$ cat config.mk
export PLATFORM = sky130hd
export DESIGN_NAME = ps2_host_tx
export DESIGN_NICKNAME = d
export VERILOG_FILES = /design/src/rtl/ps2_host_tx_pkg.sv /design/src/rtl/ps2_sync_edge.sv /design/src/rtl/ps2_host_tx.sv
export SDC_FILE = /design/constraint.sdc
export NUM_CORES = 1
export LEC_CHECK = 0
export CAP_MARGIN = 20
export CORE_MARGIN = 2
export CORE_UTILIZATION = 51
export DETAILED_ROUTE_END_ITERATION = 7
export GPL_TIMING_DRIVEN = 1
export PLACE_DENSITY = 0.76
export SLEW_MARGIN = 20
export SYNTH_ARGS = -nofsm -noshare
export SYNTH_HDL_FRONTEND = slang
export SYNTH_SLANG_ARGS = --single-unit
$ cat constraint.sdc
create_clock -name CLK -period 1.55 [get_ports CLK]
set_clock_uncertainty 0.05 [all_clocks]
set_input_delay 0.31 -clock CLK [delete_from_list [all_inputs] [get_ports CLK]]
set_output_delay 0.31 -clock CLK [all_outputs]
set_load 0.05 [all_outputs]
$ cat src/rtl/ps2_host_tx_pkg.sv
// Shared PS/2 definitions: transmitter state encoding, command/response bytes, frame builder.
package ps2_host_tx_pkg;

  typedef enum logic [2:0] {
    ST_IDLE      = 3'd0,
    ST_INHIBIT   = 3'd1,
    ST_RELEASE   = 3'd2,
    ST_ACK       = 3'd3,
    ST_WAIT_IDLE = 3'd4,
    ST_DONE      = 3'd5,
    ST_ERR       = 3'd6
  } ps2_tx_state_e;

  localparam logic [7:0] PS2_CMD_SET_LEDS = 8'hED;
  localparam logic [7:0] PS2_CMD_RESET    = 8'hFF;
  localparam logic [7:0] PS2_RSP_ACK      = 8'hFA;
  localparam logic [7:0] PS2_RSP_RESEND   = 8'hFE;

  // Bits shifted out after the start bit: data LSB-first, odd parity, stop.
  function automatic logic [9:0] ps2_frame(input logic [7:0] data);
    return {1'b1, ~^data, data};
  endfunction

endpackage

$ cat src/rtl/ps2_sync_edge.sv
// Two-flop synchronizer for the PS/2 clock and data pins plus a clock falling-edge pulse.
module ps2_sync_edge (
  input  logic clk,
  input  logic rst_n,
  input  logic clk_in,
  input  logic data_in,
  output logic clk_sync,
  output logic data_sync,
  output logic clk_fall
);

  logic [1:0] meta_q;
  logic [1:0] sync_q;
  logic       clk_prev_q;

  // Lines idle high, so reset to 1 to avoid a spurious fall after reset.
  always_ff @(posedge clk or negedge rst_n) begin
    if (!rst_n) begin
      meta_q     <= 2'b11;
      sync_q     <= 2'b11;
      clk_prev_q <= 1'b1;
    end else begin
      meta_q     <= {clk_in, data_in};
      sync_q     <= meta_q;
      clk_prev_q <= sync_q[1];
    end
  end

  assign clk_sync  = sync_q[1];
  assign data_sync = sync_q[0];
  assign clk_fall  = clk_prev_q & ~sync_q[1];

endmodule

$ cat src/rtl/ps2_host_tx.sv
// PS/2 host-to-device command transmitter with open-collector pull-low enables.
// Optional frame timeout enabled by defining PS2_TX_TIMEOUT_EN.
module ps2_host_tx
  import ps2_host_tx_pkg::*;
#(
  parameter int CLK_HZ      = 100_000_000,
  parameter int INHIBIT_US  = 100,
  parameter int TIMEOUT_CYC = 1_500_000
) (
  input  logic       CLK,
  input  logic       RST_N,
  input  logic [7:0] tx_data,
  input  logic       tx_valid,
  output logic       tx_ready,
  output logic       busy,
  output logic       tx_done,
  output logic       tx_err,
  input  logic       ps2clk_in,
  input  logic       ps2data_in,
  output logic       ps2clk_drive_low,
  output logic       ps2data_drive_low
);

  localparam int INHIBIT_CYC = CLK_HZ / 1_000_000 * INHIBIT_US;
  localparam int INH_W = (INHIBIT_CYC > 1) ? $clog2(INHIBIT_CYC) : 1;
  localparam logic [INH_W-1:0] INH_LAST = INH_W'(INHIBIT_CYC - 1);
  localparam logic [INH_W-1:0] INH_PRE  = INH_W'(INHIBIT_CYC - 2);

  logic clk_sync, data_sync, clk_fall;

  ps2_sync_edge u_sync (
    .clk       (CLK),
    .rst_n     (RST_N),
    .clk_in    (ps2clk_in),
    .data_in   (ps2data_in),
    .clk_sync  (clk_sync),
    .data_sync (data_sync),
    .clk_fall  (clk_fall)
  );

  ps2_tx_state_e    state_q, state_d;
  logic [9:0]       frame_q, frame_d;
  logic [3:0]       bit_cnt_q, bit_cnt_d;
  logic [INH_W-1:0] inh_cnt_q, inh_cnt_d;
  logic             data_low_q, data_low_d;
  logic             clk_low_q, clk_low_d;
  logic             ready_q, ready_d;
  logic             busy_q, busy_d;
  logic             done_q, done_d;
  logic             err_q, err_d;

`ifdef PS2_TX_TIMEOUT_EN
  localparam int TMO_W = $clog2(TIMEOUT_CYC + 1);
  localparam logic [TMO_W-1:0] TMO_LAST = TMO_W'(TIMEOUT_CYC - 1);
  logic [TMO_W-1:0] tmo_cnt_q, tmo_cnt_d;
`endif

  always_comb begin
    state_d    = state_q;
    frame_d    = frame_q;
    bit_cnt_d  = bit_cnt_q;
    inh_cnt_d  = inh_cnt_q;
    data_low_d = data_low_q;
`ifdef PS2_TX_TIMEOUT_EN
    tmo_cnt_d  = tmo_cnt_q;
`endif
    case (state_q)
      ST_IDLE: begin
        if (tx_valid && ready_q) begin
          frame_d    = ps2_frame(tx_data);
          bit_cnt_d  = 4'd0;
          inh_cnt_d  = '0;
          data_low_d = (INHIBIT_CYC == 1);
          state_d    = ST_INHIBIT;
        end
      end
      ST_INHIBIT: begin
        inh_cnt_d = inh_cnt_q + 1'b1;
        // Start bit goes out on the final inhibit cycle.
        if (inh_cnt_q == INH_PRE) data_low_d = 1'b1;
        if (inh_cnt_q == INH_LAST) begin
          state_d = ST_RELEASE;
`ifdef PS2_TX_TIMEOUT_EN
          tmo_cnt_d = '0;
`endif
        end
      end
      ST_RELEASE: begin
        if (clk_fall) begin
          data_low_d = ~frame_q[bit_cnt_q];
          bit_cnt_d  = bit_cnt_q + 4'd1;
          if (bit_cnt_q == 4'd9) state_d = ST_ACK;
        end
      end
      ST_ACK: begin
        if (clk_fall) state_d = data_sync ? ST_ERR : ST_WAIT_IDLE;
      end
      ST_WAIT_IDLE: begin
        if (clk_sync && data_sync) state_d = ST_DONE;
      end
      ST_DONE: state_d = ST_IDLE;
      ST_ERR:  state_d = ST_IDLE;
      default: state_d = ST_IDLE;
    endcase

`ifdef PS2_TX_TIMEOUT_EN
    // One budget for the whole device-clocked part of the frame.
    if (state_q == ST_RELEASE || state_q == ST_ACK || state_q == ST_WAIT_IDLE) begin
      tmo_cnt_d = tmo_cnt_q + 1'b1;
      if (tmo_cnt_q == TMO_LAST) state_d = ST_ERR;
    end
`endif

    if (state_d == ST_IDLE || state_d == ST_DONE || state_d == ST_ERR) data_low_d = 1'b0;
    clk_low_d = (state_d == ST_INHIBIT);
    ready_d   = (state_d == ST_IDLE);
    busy_d    = (state_d != ST_IDLE);
    done_d    = (state_d == ST_DONE);
    err_d     = (state_d == ST_ERR);
  end

  always_ff @(posedge CLK or negedge RST_N) begin
    if (!RST_N) begin
      state_q    <= ST_IDLE;
      frame_q    <= '0;
      bit_cnt_q  <= '0;
      inh_cnt_q  <= '0;
      data_low_q <= 1'b0;
      clk_low_q  <= 1'b0;
      ready_q    <= 1'b1;
      busy_q     <= 1'b0;
      done_q     <= 1'b0;
      err_q      <= 1'b0;
`ifdef PS2_TX_TIMEOUT_EN
      tmo_cnt_q  <= '0;
`endif
    end else begin
      state_q    <= state_d;
      frame_q    <= frame_d;
      bit_cnt_q  <= bit_cnt_d;
      inh_cnt_q  <= inh_cnt_d;
      data_low_q <= data_low_d;
      clk_low_q  <= clk_low_d;
      ready_q    <= ready_d;
      busy_q     <= busy_d;
      done_q     <= done_d;
      err_q      <= err_d;
`ifdef PS2_TX_TIMEOUT_EN
      tmo_cnt_q  <= tmo_cnt_d;
`endif
    end
  end

  assign tx_ready          = ready_q;
  assign busy              = busy_q;
  assign tx_done           = done_q;
  assign tx_err            = err_q;
  assign ps2clk_drive_low  = clk_low_q;
  assign ps2data_drive_low = data_low_q;

endmodule

Word level (Yosys, flattened, before mapping)
Index checks and enable logic that the tools add are counted.
{"block": "totals", "output_inout_bits": 6, "ff_bits": 42, "in_bits": 13, "wordCells": 69}
{"block": "classes", "reduce_logical": 15, "n_bitwise": 3, "n_addsub": 2, "n_eq_ne": 15, "magnitude_cmp": 1, "mux": 20}
{"cell": "$eq 14x14->1 const B", "count": 2}
{"cell": "$pmux 14 s2", "count": 1}
{"cell": "$mux 3", "count": 6}
{"cell": "$pmux 3 s5", "count": 1}
{"cell": "$add 14x1->14 const B", "count": 1}
{"cell": "$mux 14", "count": 1}
{"cell": "$eq 3x3->1 const B", "count": 3}
{"cell": "$ne 3x3->1 const B", "count": 3}
{"cell": "$mux 4", "count": 2}
{"cell": "$pmux 4 s2", "count": 1}
{"cell": "$reduce_xnor 8->1", "count": 1}
{"cell": "$eq 3x1->1 const B", "count": 2}
{"cell": "$eq 3x2->1 const B", "count": 2}
{"cell": "$logic_not 3->1", "count": 2}
{"cell": "$lt 4x5->1 const B", "count": 1}
{"cell": "$mux 1", "count": 5}
{"cell": "$add 4x1->4 const B", "count": 1}
{"cell": "$bmux 1 s4", "count": 1}
{"cell": "$eq 4x4->1 const B", "count": 1}
{"cell": "$ne 2x2->1 const B", "count": 2}
{"cell": "$reduce_and 2->1", "count": 2}
{"cell": "$reduce_and 4->1", "count": 1}
{"cell": "$reduce_bool 2->1", "count": 2}
{"cell": "$reduce_bool 4->1", "count": 1}
{"cell": "other kinds (8)", "count": 11}

Depth between registers and ports, before layout
Gate-level depths: netlist of run 1.
{"block": "logic_depth", "depth_word": 9, "ltp_mapped": 7, "ltp_nobuf": 6}

Hierarchy
A second synthesis of run 1 with hierarchy kept.
{"block": "unflattened", "cells_unflattened": 204, "hier_area_um2": 2098.3}
{"module": "ps2_host_tx", "area_each_um2": 1953.1, "n_inst": 1, "cells_each": 198, "seq_area_each_um2": 927.1}
{"module": "ps2_sync_edge", "area_each_um2": 145.1, "n_inst": 1, "cells_each": 6, "seq_area_each_um2": 131.4}

Least setup slack after synthesis of run 1
Ideal clock, no wire load.
{"block": "synth_timing", "kind": "reg-to-reg", "from": "register ready_q, in the netlist tx_ready", "to": "register data_low_q, in the netlist ps2data_drive_low", "path_buffers": 0, "path_slack_ps": -418, "path_stages_with_launch": 6, "arrival_ps": 1792, "period_less_slack_ps": 1968, "setup_time_ps": 125, "t_required_ps": 1375, "cell_sequence": "dfstp_2 nand2_1 or4_4 a2111oi_2 a21oi_1 nor4b_2"}
{"block": "synth_via", "elab_chain_cells": 8}
{"item": "start, declared", "line": "ps2_host_tx.sv:47", "text": "logic ready_q, ready_d;"}
{"item": "start signal, assigned", "line": "ps2_host_tx.sv:144", "text": "ready_q <= ready_d;"}
{"item": "$logic_and 1x1->1 (*)", "line": "ps2_host_tx.sv:69", "text": "if (tx_valid && ready_q) begin"}
{"item": "$mux 3", "line": "ps2_host_tx.sv:69"}
{"item": "$pmux 3 s5", "line": "ps2_host_tx.sv:67", "text": "case (state_q)"}
{"item": "$eq 3x3->1 / $logic_not 3->1 (equally long branches)", "line": "ps2_host_tx.sv:114", "text": "if (state_d == ST_IDLE || state_d == ST_DONE || state_d == ST_ERR) data_low_d = 1'b0;"}
{"item": "$logic_or 1x1->1 (2 in a row)", "line": "ps2_host_tx.sv:114"}
{"item": "$ne 3x3->1 (no line) / $reduce_bool 4->1 (equally long branches)"}
{"item": "$reduce_and 4->1 (no line)"}
{"item": "end signal, assigned", "line": "ps2_host_tx.sv:142", "text": "data_low_q <= data_low_d;"}
{"item": "end, declared", "line": "ps2_host_tx.sv:45", "text": "logic data_low_q, data_low_d;"}
Every way passes the cells marked *; elsewhere a longest branch is shown, timed or not.
A chain may end at the register's enable or synchronous reset.

Worst setup path in the final report of run 1
{"block": "layout_timing", "from": "register inh_cnt_q[12]", "to": "register data_low_q, in the netlist ps2data_drive_low"}
{"block": "layout_via", "elab_chain_cells": 8}
{"item": "start, declared", "line": "ps2_host_tx.sv:44", "text": "logic [INH_W-1:0] inh_cnt_q, inh_cnt_d;"}
{"item": "start signal, assigned", "line": "ps2_host_tx.sv:141", "text": "inh_cnt_q <= inh_cnt_d;"}
{"item": "$eq 14x14->1", "line": "ps2_host_tx.sv:81", "text": "if (inh_cnt_q == INH_LAST) begin"}
{"item": "$mux 3", "line": "ps2_host_tx.sv:81"}
{"item": "$pmux 3 s5", "line": "ps2_host_tx.sv:67"}
{"item": "$eq 3x3->1 / $logic_not 3->1 (equally long branches)", "line": "ps2_host_tx.sv:114"}
{"item": "$logic_or 1x1->1 (2 in a row)", "line": "ps2_host_tx.sv:114"}
{"item": "$ne 3x3->1 (no line) / $reduce_bool 4->1 (equally long branches)"}
{"item": "$reduce_and 4->1 (no line)"}
Parallel ways exist; a longest one is shown, timed or not.

==> results.cfg, run 1 <==
[die]
core-area_sq_um = 4000
die_y_um = 68.6
start_util_pct = 53.2
die_w_um = 68.6
io_pins = 19
die_area_sq_um = 4710
rows = 23

[timing]
fmax_ghz = 0.550
finalSetupTns_ps = -3200
slew_violations = 0
final-setup-viol-count = 30
finalHoldViolations = 0
rsz0062_at_grt = true
tightest_slew_ps = 515
relSlewSlack_pct = 65.3
finalCritPeriodShare_pct = 117
min_period_ps = 1820
fin_ws_ps = -267
hold_slack_ps = 295

[global_routing]
antenna_found_initial = 0
grt_max_degree = 28
grt.overflow.total = 0
grt_pass1_vias = 1663
track_usage_pct = 23.0
grt_pass1_wl_um = 7800

[power]
max-vdd-ir-drop_mv = 0.503
p_leak_nw = 1.39
power_density_nw_per_um2 = 641
fin_total_pwr_mw = 1.98

[logic_synthesis]
synth_fa_ha_area_share_pct = 2.35
yosys.area_share.simple_pct = 24.6
syn-num-nets = 222
syn_area_sq_um = 2130
synthCells = 205
synth-main-ff-cell = dfrtp_1
syn_area_per_cell_sq_um = 10.4
yosysUniqueCellTypes = 52
yosysSeqAreaShare_pct = 49.7
synth_compound_area_share_pct = 11.4
synth-edff-count = 0
synth-xor-area-share_pct = 4.52
muxShareOfSynthArea_pct = 3.47
yosys_warnings = 0
async_reset_ff_share_pct = 100
synth_top_family_by_area = simple AND/OR/NAND/NOR gates
ys_seq_elements = 42

[job]
maxCapViolCount = 0

[cts]
htree_levels = 2
cts_root_buf = clkbuf_8
cts_tree = done
cts_buffer_depth = 2
cts-buffers-inserted = 5
clk_latency_ps = 300
clock_sinks = 42
clk_pin_slew_ps = 100

[place]
dp_slack_ps = -445
dpl.cell_count = 302
gp_congestion = 0.861
portBuffers = 18
hpwl_um = 3050
placement.cell_area_sq_um = 2660

[layout]
antenna_cells = 0
fin_util_pct = 77.1
synthToLayoutAreaGrowth_pct = 44.8
fillerInstances = 244
seq_area_sq_um = 1060
final_cell_count_no_fill = 322
multi_input_area_sq_um = 1110
finish.net_count = 288
final_cell_area_sq_um = 3080
drive_gt1_share_pct = 39.3

[drt]
detail_route.drc_violations = 0
drtPass1Iterations = 4
drt_iter0_drc = 166
num_vias = 1834
final_antenna_net_count = 0
vias_per_cell = 5.70
routed_wl_um = 5320
wl_per_cell_um = 16.5

[hold_path]
hold_class = flip-flop to flip-flop
hold_depth = 0
min_to = u_sync.sync_q[1]
hold_start = u_sync.meta_q[1]

[worst_setup_path]
timing.critical_path.required_ps = 1710
cp-end-kind = flip-flop
crit_type = flip-flop to flip-flop
timing.rr.end = ps2data_drive_low
r2r_setup_slack_ps = -270
reg2reg_depth = 5
path_max_fanout = 3
cp.arrival_ps = 1980
timing.rr.start = inh_cnt_q[12]
start_kind = flip-flop

[status]
status = complete, but fails checks
violations = negative setup slack
cell usage after synthesis (all sizes together) (2+ instances only):
library cell,instances,area share [%]
nand2,41,7.2
dfrtp,36,42
o21ai,15,3.5
nand3,11,2.6
nor2,10,1.8
xnor2,7,2.9
dfstp,6,7.4
buf,5,2.3
inv,5,0.88
nand4,5,1.8
ha,4,2.4
mux2i,4,1.9
nor2b,4,1.2
xor2,4,1.6
a2111oi,3,1.8
a21oi,3,0.70
and3,3,0.88
clkbuf,3,0.53
mux2,3,1.6
nand2b,3,0.88
nor4b,3,1.8
and2,2,0.65
nor3,2,1.0
nor3b,2,1.5
o211ai,2,0.70
o22ai,2,0.59
o31ai,2,0.94
metal layers:
layer  track usage [%]  share of wire, %  wire [um]
met5                 0                 0          0
met3              5.03               5.3        284
met1              30.6                42       2250
met2              36.5                50       2680
met4              8.50               2.0        107
sequential cells by signal, indices dropped and copies added, names as in the netlist:
register and cells:
bit_cnt_q 4, busy 1, frame_q 10, inh_cnt_q 14, ps2clk_drive_low 1, ps2data_drive_low 1, state_q 3, tx_done 1
tx_err 1, tx_ready 1, u_sync.clk_prev_q 1, u_sync.meta_q 2, u_sync.sync_q 2
power breakdown:
| group | internal (mW) | switching, mW |
|---|---|---|
| clock network | 0.335 | 0.426 |
| registers | 1.11 | 0.00376 |
| logic | 0.0566 | 0.0487 |
| total | 1.50 | 0.478 |
timing repair:
| action | in CTS | in global routing |
|---|---|---|
| endpoints found under the setup margin | 30 | 32 |
| hold buffers | 1 | 0 |
| hold endpoints to repair | 15 | 0 |
| gates resized for setup | 21 | 28 |
| buffers inserted | 6 | 3 |
| pin swaps | 10 | 11 |
| cloned | 1 | 2 |
layout by cell type (no fill, tap or decap), types with 4 or more instances in the layout:
cell	netlist	final
nand3_1	11	9
xnor2_1	7	7
ha_1	4	4
xor2_1	4	4
nand2_1	41	38
dfrtp_1	36	32
buf_4	0	31
nand4_1	4	4
dfstp_2	6	6
mux2i_1	4	4
o21ai_1	6	10
o21ai_0	9	4
buf_6	4	10
dfrtp_2	0	4
clkbuf_8	0	5
nor2_1	10	6
clkdlybuf4s50_1	0	11
buf_12	0	8
inv_1	4	4
cell families after synthesis:
logic type	after synthesis
XOR/XNOR	11
flip-flops	42
multiplexers	7
AND/OR/NAND/NOR	93
adder cells (fa/ha/maj)	4
buffers and inverters	14
AO/OA/AOI/OAI	34
worst max path at each step:
stage	endpoint	cells past startpoint	slack, ps	from
after CTS	ps2data_drive_low	5	-210	tx_ready
after detailed placement	ps2data_drive_low	6	-440	tx_valid
after global routing	ps2data_drive_low	5	-340	tx_ready
final	ps2data_drive_low	5	-270	inh_cnt_q[12]
after global placement	ps2data_drive_low	6	-420	tx_valid
after floorplan	ps2data_drive_low	5	-350	tx_ready
worst max-delay path, cell delays in order (launching register included):
cell	delay, ps
dfrtp_1	390
nor4b_2	310
nand4_1	290
a2111oi_4	340
a2bb2oi_2	100
nor4b_2	260
cell type report:
| cell class | instances | share of cell area [%] |
|---|---|---|
| Multi-Input combinational cell | 149 | 36.0 |
| Sequential cell | 42 | 34.5 |
| Timing Repair Buffer | 67 | 23.6 |
| Clock buffer | 5 | 2.23 |
| Tap cell | 50 | 2.03 |
| Clock inverter | 3 | 0.852 |
| Inverter | 6 | 0.731 |
No activity file was read; power rests on OpenSTA's default activity.
==> run 2: changes to the inputs <==
Settings changed: CORE_MARGIN 2 to unset.
==> run 2 against run 1 <==
The run still ends with negative setup slack left. Sequential cell count unchanged. Worst hold slack better by 12 ps. First-iteration DRC count grew 22%.
==> results.cfg, run 2 (same netlist as run 1, synthesis figures left out) <==
[worst_setup_path]
reg2reg_depth = 4
timing.critical_path.required_ps = 1690
cp_cell_sequence = or4_4 > a2111oi_2 > a21oi_1 > nor4b_2
crit_type = flip-flop to flip-flop
r2r_setup_slack_ps = -250
crit_slowest_cell = or4_4
start_kind = flip-flop
timing.rr.end = ps2data_drive_low
path_max_fanout = 6
cp.arrival_ps = 1940
cp-end-kind = flip-flop
cpPeakStageDelay_ps = 590
timing.rr.start = state_q[1]

[power]
switching_share_pct = 22.0
seq_power_share_pct = 56.8
net-switching-power_uw = 431
power_density_nw_per_um2 = 623
internal_power_mw = 1.53
max-vdd-ir-drop_mv = 0.517
p_leak_nw = 1.42
fin_total_pwr_mw = 1.96
share_comb_of_total_power_pct = 5.3
clkPwrFrac_pct = 37.9

[timing]
min_period_ps = 1800
tightest_slew_ps = 365
fin_ws_ps = -250
hold_slack_ps = 307
fmax_ghz = 0.556
finalHoldViolations = 0
relSlewSlack_pct = 75.0
finalCritPeriodShare_pct = 116
final-setup-viol-count = 31
slew_violations = 0
rsz0062_at_grt = true
finalSetupTns_ps = -3050

[cts]
clock_sinks = 42
cts_root_buf = clkbuf_8
htree_levels = 2
cts-buffers-inserted = 5
cts_tree = done
cts_buffer_depth = 2
clk_pin_slew_ps = 90
clk_latency_ps = 310

[drt]
wl_per_cell_um = 16.3
routed_wl_um = 5340
drtPass1Iterations = 4
final_antenna_net_count = 0
num_vias = 1811
drt_iter0_drc = 203
vias_per_cell = 5.54
detail_route.drc_violations = 0

[layout]
synthToLayoutAreaGrowth_pct = 47.6
final_cell_mix = 33 x dfrtp_1, 33 x buf_4, 32 x nand2_1, 16 x buf_6, 12 x o21ai_1
drive_gt1_share_pct = 43.3
antenna_cells = 0
final_cell_count_no_fill = 327
finish.net_count = 293
largest_reg_flops = 14
largest_registers = inh_cnt_q x14, frame_q x10, bit_cnt_q x4
regMostFlops = inh_cnt_q

[die]
die_w_um = 66.6
core-area_sq_um = 4000
io_pins = 19
die_y_um = 66.6
start_util_pct = 53.2
rows = 23
die_area_sq_um = 4440

[global_routing]
grt_pass1_wl_um = 7760
grt_max_degree = 43
antenna_found_initial = 0
track_usage_pct = 24.4
grt.overflow.total = 0
grt_pass1_vias = 1663

[place]
portBuffers = 18
hpwl_um = 3000
dpl.cell_count = 302
dp_slack_ps = -429
gp_congestion = 0.846

[status]
violations = negative setup slack
status = complete, but fails checks

[job]
maxCapViolCount = 0

[hold_path]
hold_start = u_sync.meta_q[1]
hold_depth = 0
min_to = u_sync.sync_q[1]
hold_class = flip-flop to flip-flop
-- run 2: changes by cell type in the layout (fill, tap and decap cells not counted), sizes merged --
cell | before | now
inv | 8 | 5
clkbuf | 8 | 9
buf | 52 | 59
-- run 2: how the worst max path moves through the flow --
stage                              from  slack (ps)                 to
final                        state_q[1]        -250  ps2data_drive_low
after global routing      inh_cnt_q[11]        -380  ps2data_drive_low
after CTS                 inh_cnt_q[11]        -190  ps2data_drive_low
after detailed placement       tx_valid        -430  ps2data_drive_low
after global placement         tx_valid        -430  ps2data_drive_low
after floorplan                tx_ready        -350  ps2data_drive_low
-- run 2: metal layers --
layer / vias to the layer above / GRT usage (%) / part of all wire (%)
met5: - / 0 / 0
met3: 15 / 4.62 / 3.8
met1: 880 / 32.3 / 44
met2: 52 / 38.6 / 49
li1: 864 / - / -
met4: 0 / 10.6 / 2.6
-- run 2: final cells by class --
type / count / area [sq um]
repair buffers: 72 / 753
inverters: 6 / 27.5
multi-input cells: 149 / 1150
fillers: 251 / 857
flip-flops and latches: 42 / 1060
well taps: 50 / 62.6
clock buffers: 8 / 90.1
-- run 2: power by group through the flow --
| stage | clock [mW] | sequential (mW) | combinational (mW) |
|---|---|---|---|
| after floorplan | 0 | 1.13 | 0.0325 |
| after CTS | 0.743 | 1.11 | 0.104 |
| final | 0.743 | 1.11 | 0.104 |
| after global placement | 0 | 1.13 | 0.100 |
| after detailed placement | 0 | 1.13 | 0.101 |
| after global routing | 0.795 | 1.11 | 0.114 |
-- run 2: per-stage QoR --
step	instance area (sq um)	utilization, %
CTS	2920	72.9
global route	3140	78.6
finish	3140	78.6
floorplan	2150	-
global placement	2660	66.6
detailed placement	2660	66.6
-- run 2: critical path: cells and delay by family (launching register included) --
family,cells,cell delay (ps)
and+or+nand+nor,2,760
AOI/OAI and AO/OA,2,380
DFF,1,490
-- run 2: timing repair --
action | CTS | global route
hold endpoints to repair | 36 | 0
setup endpoints to repair | 31 | 31
resized for setup | 33 | 35
pin swaps | 15 | 19
cloned | 0 | 1
setup buffers | 5 | 13
hold buffers | 1 | 0
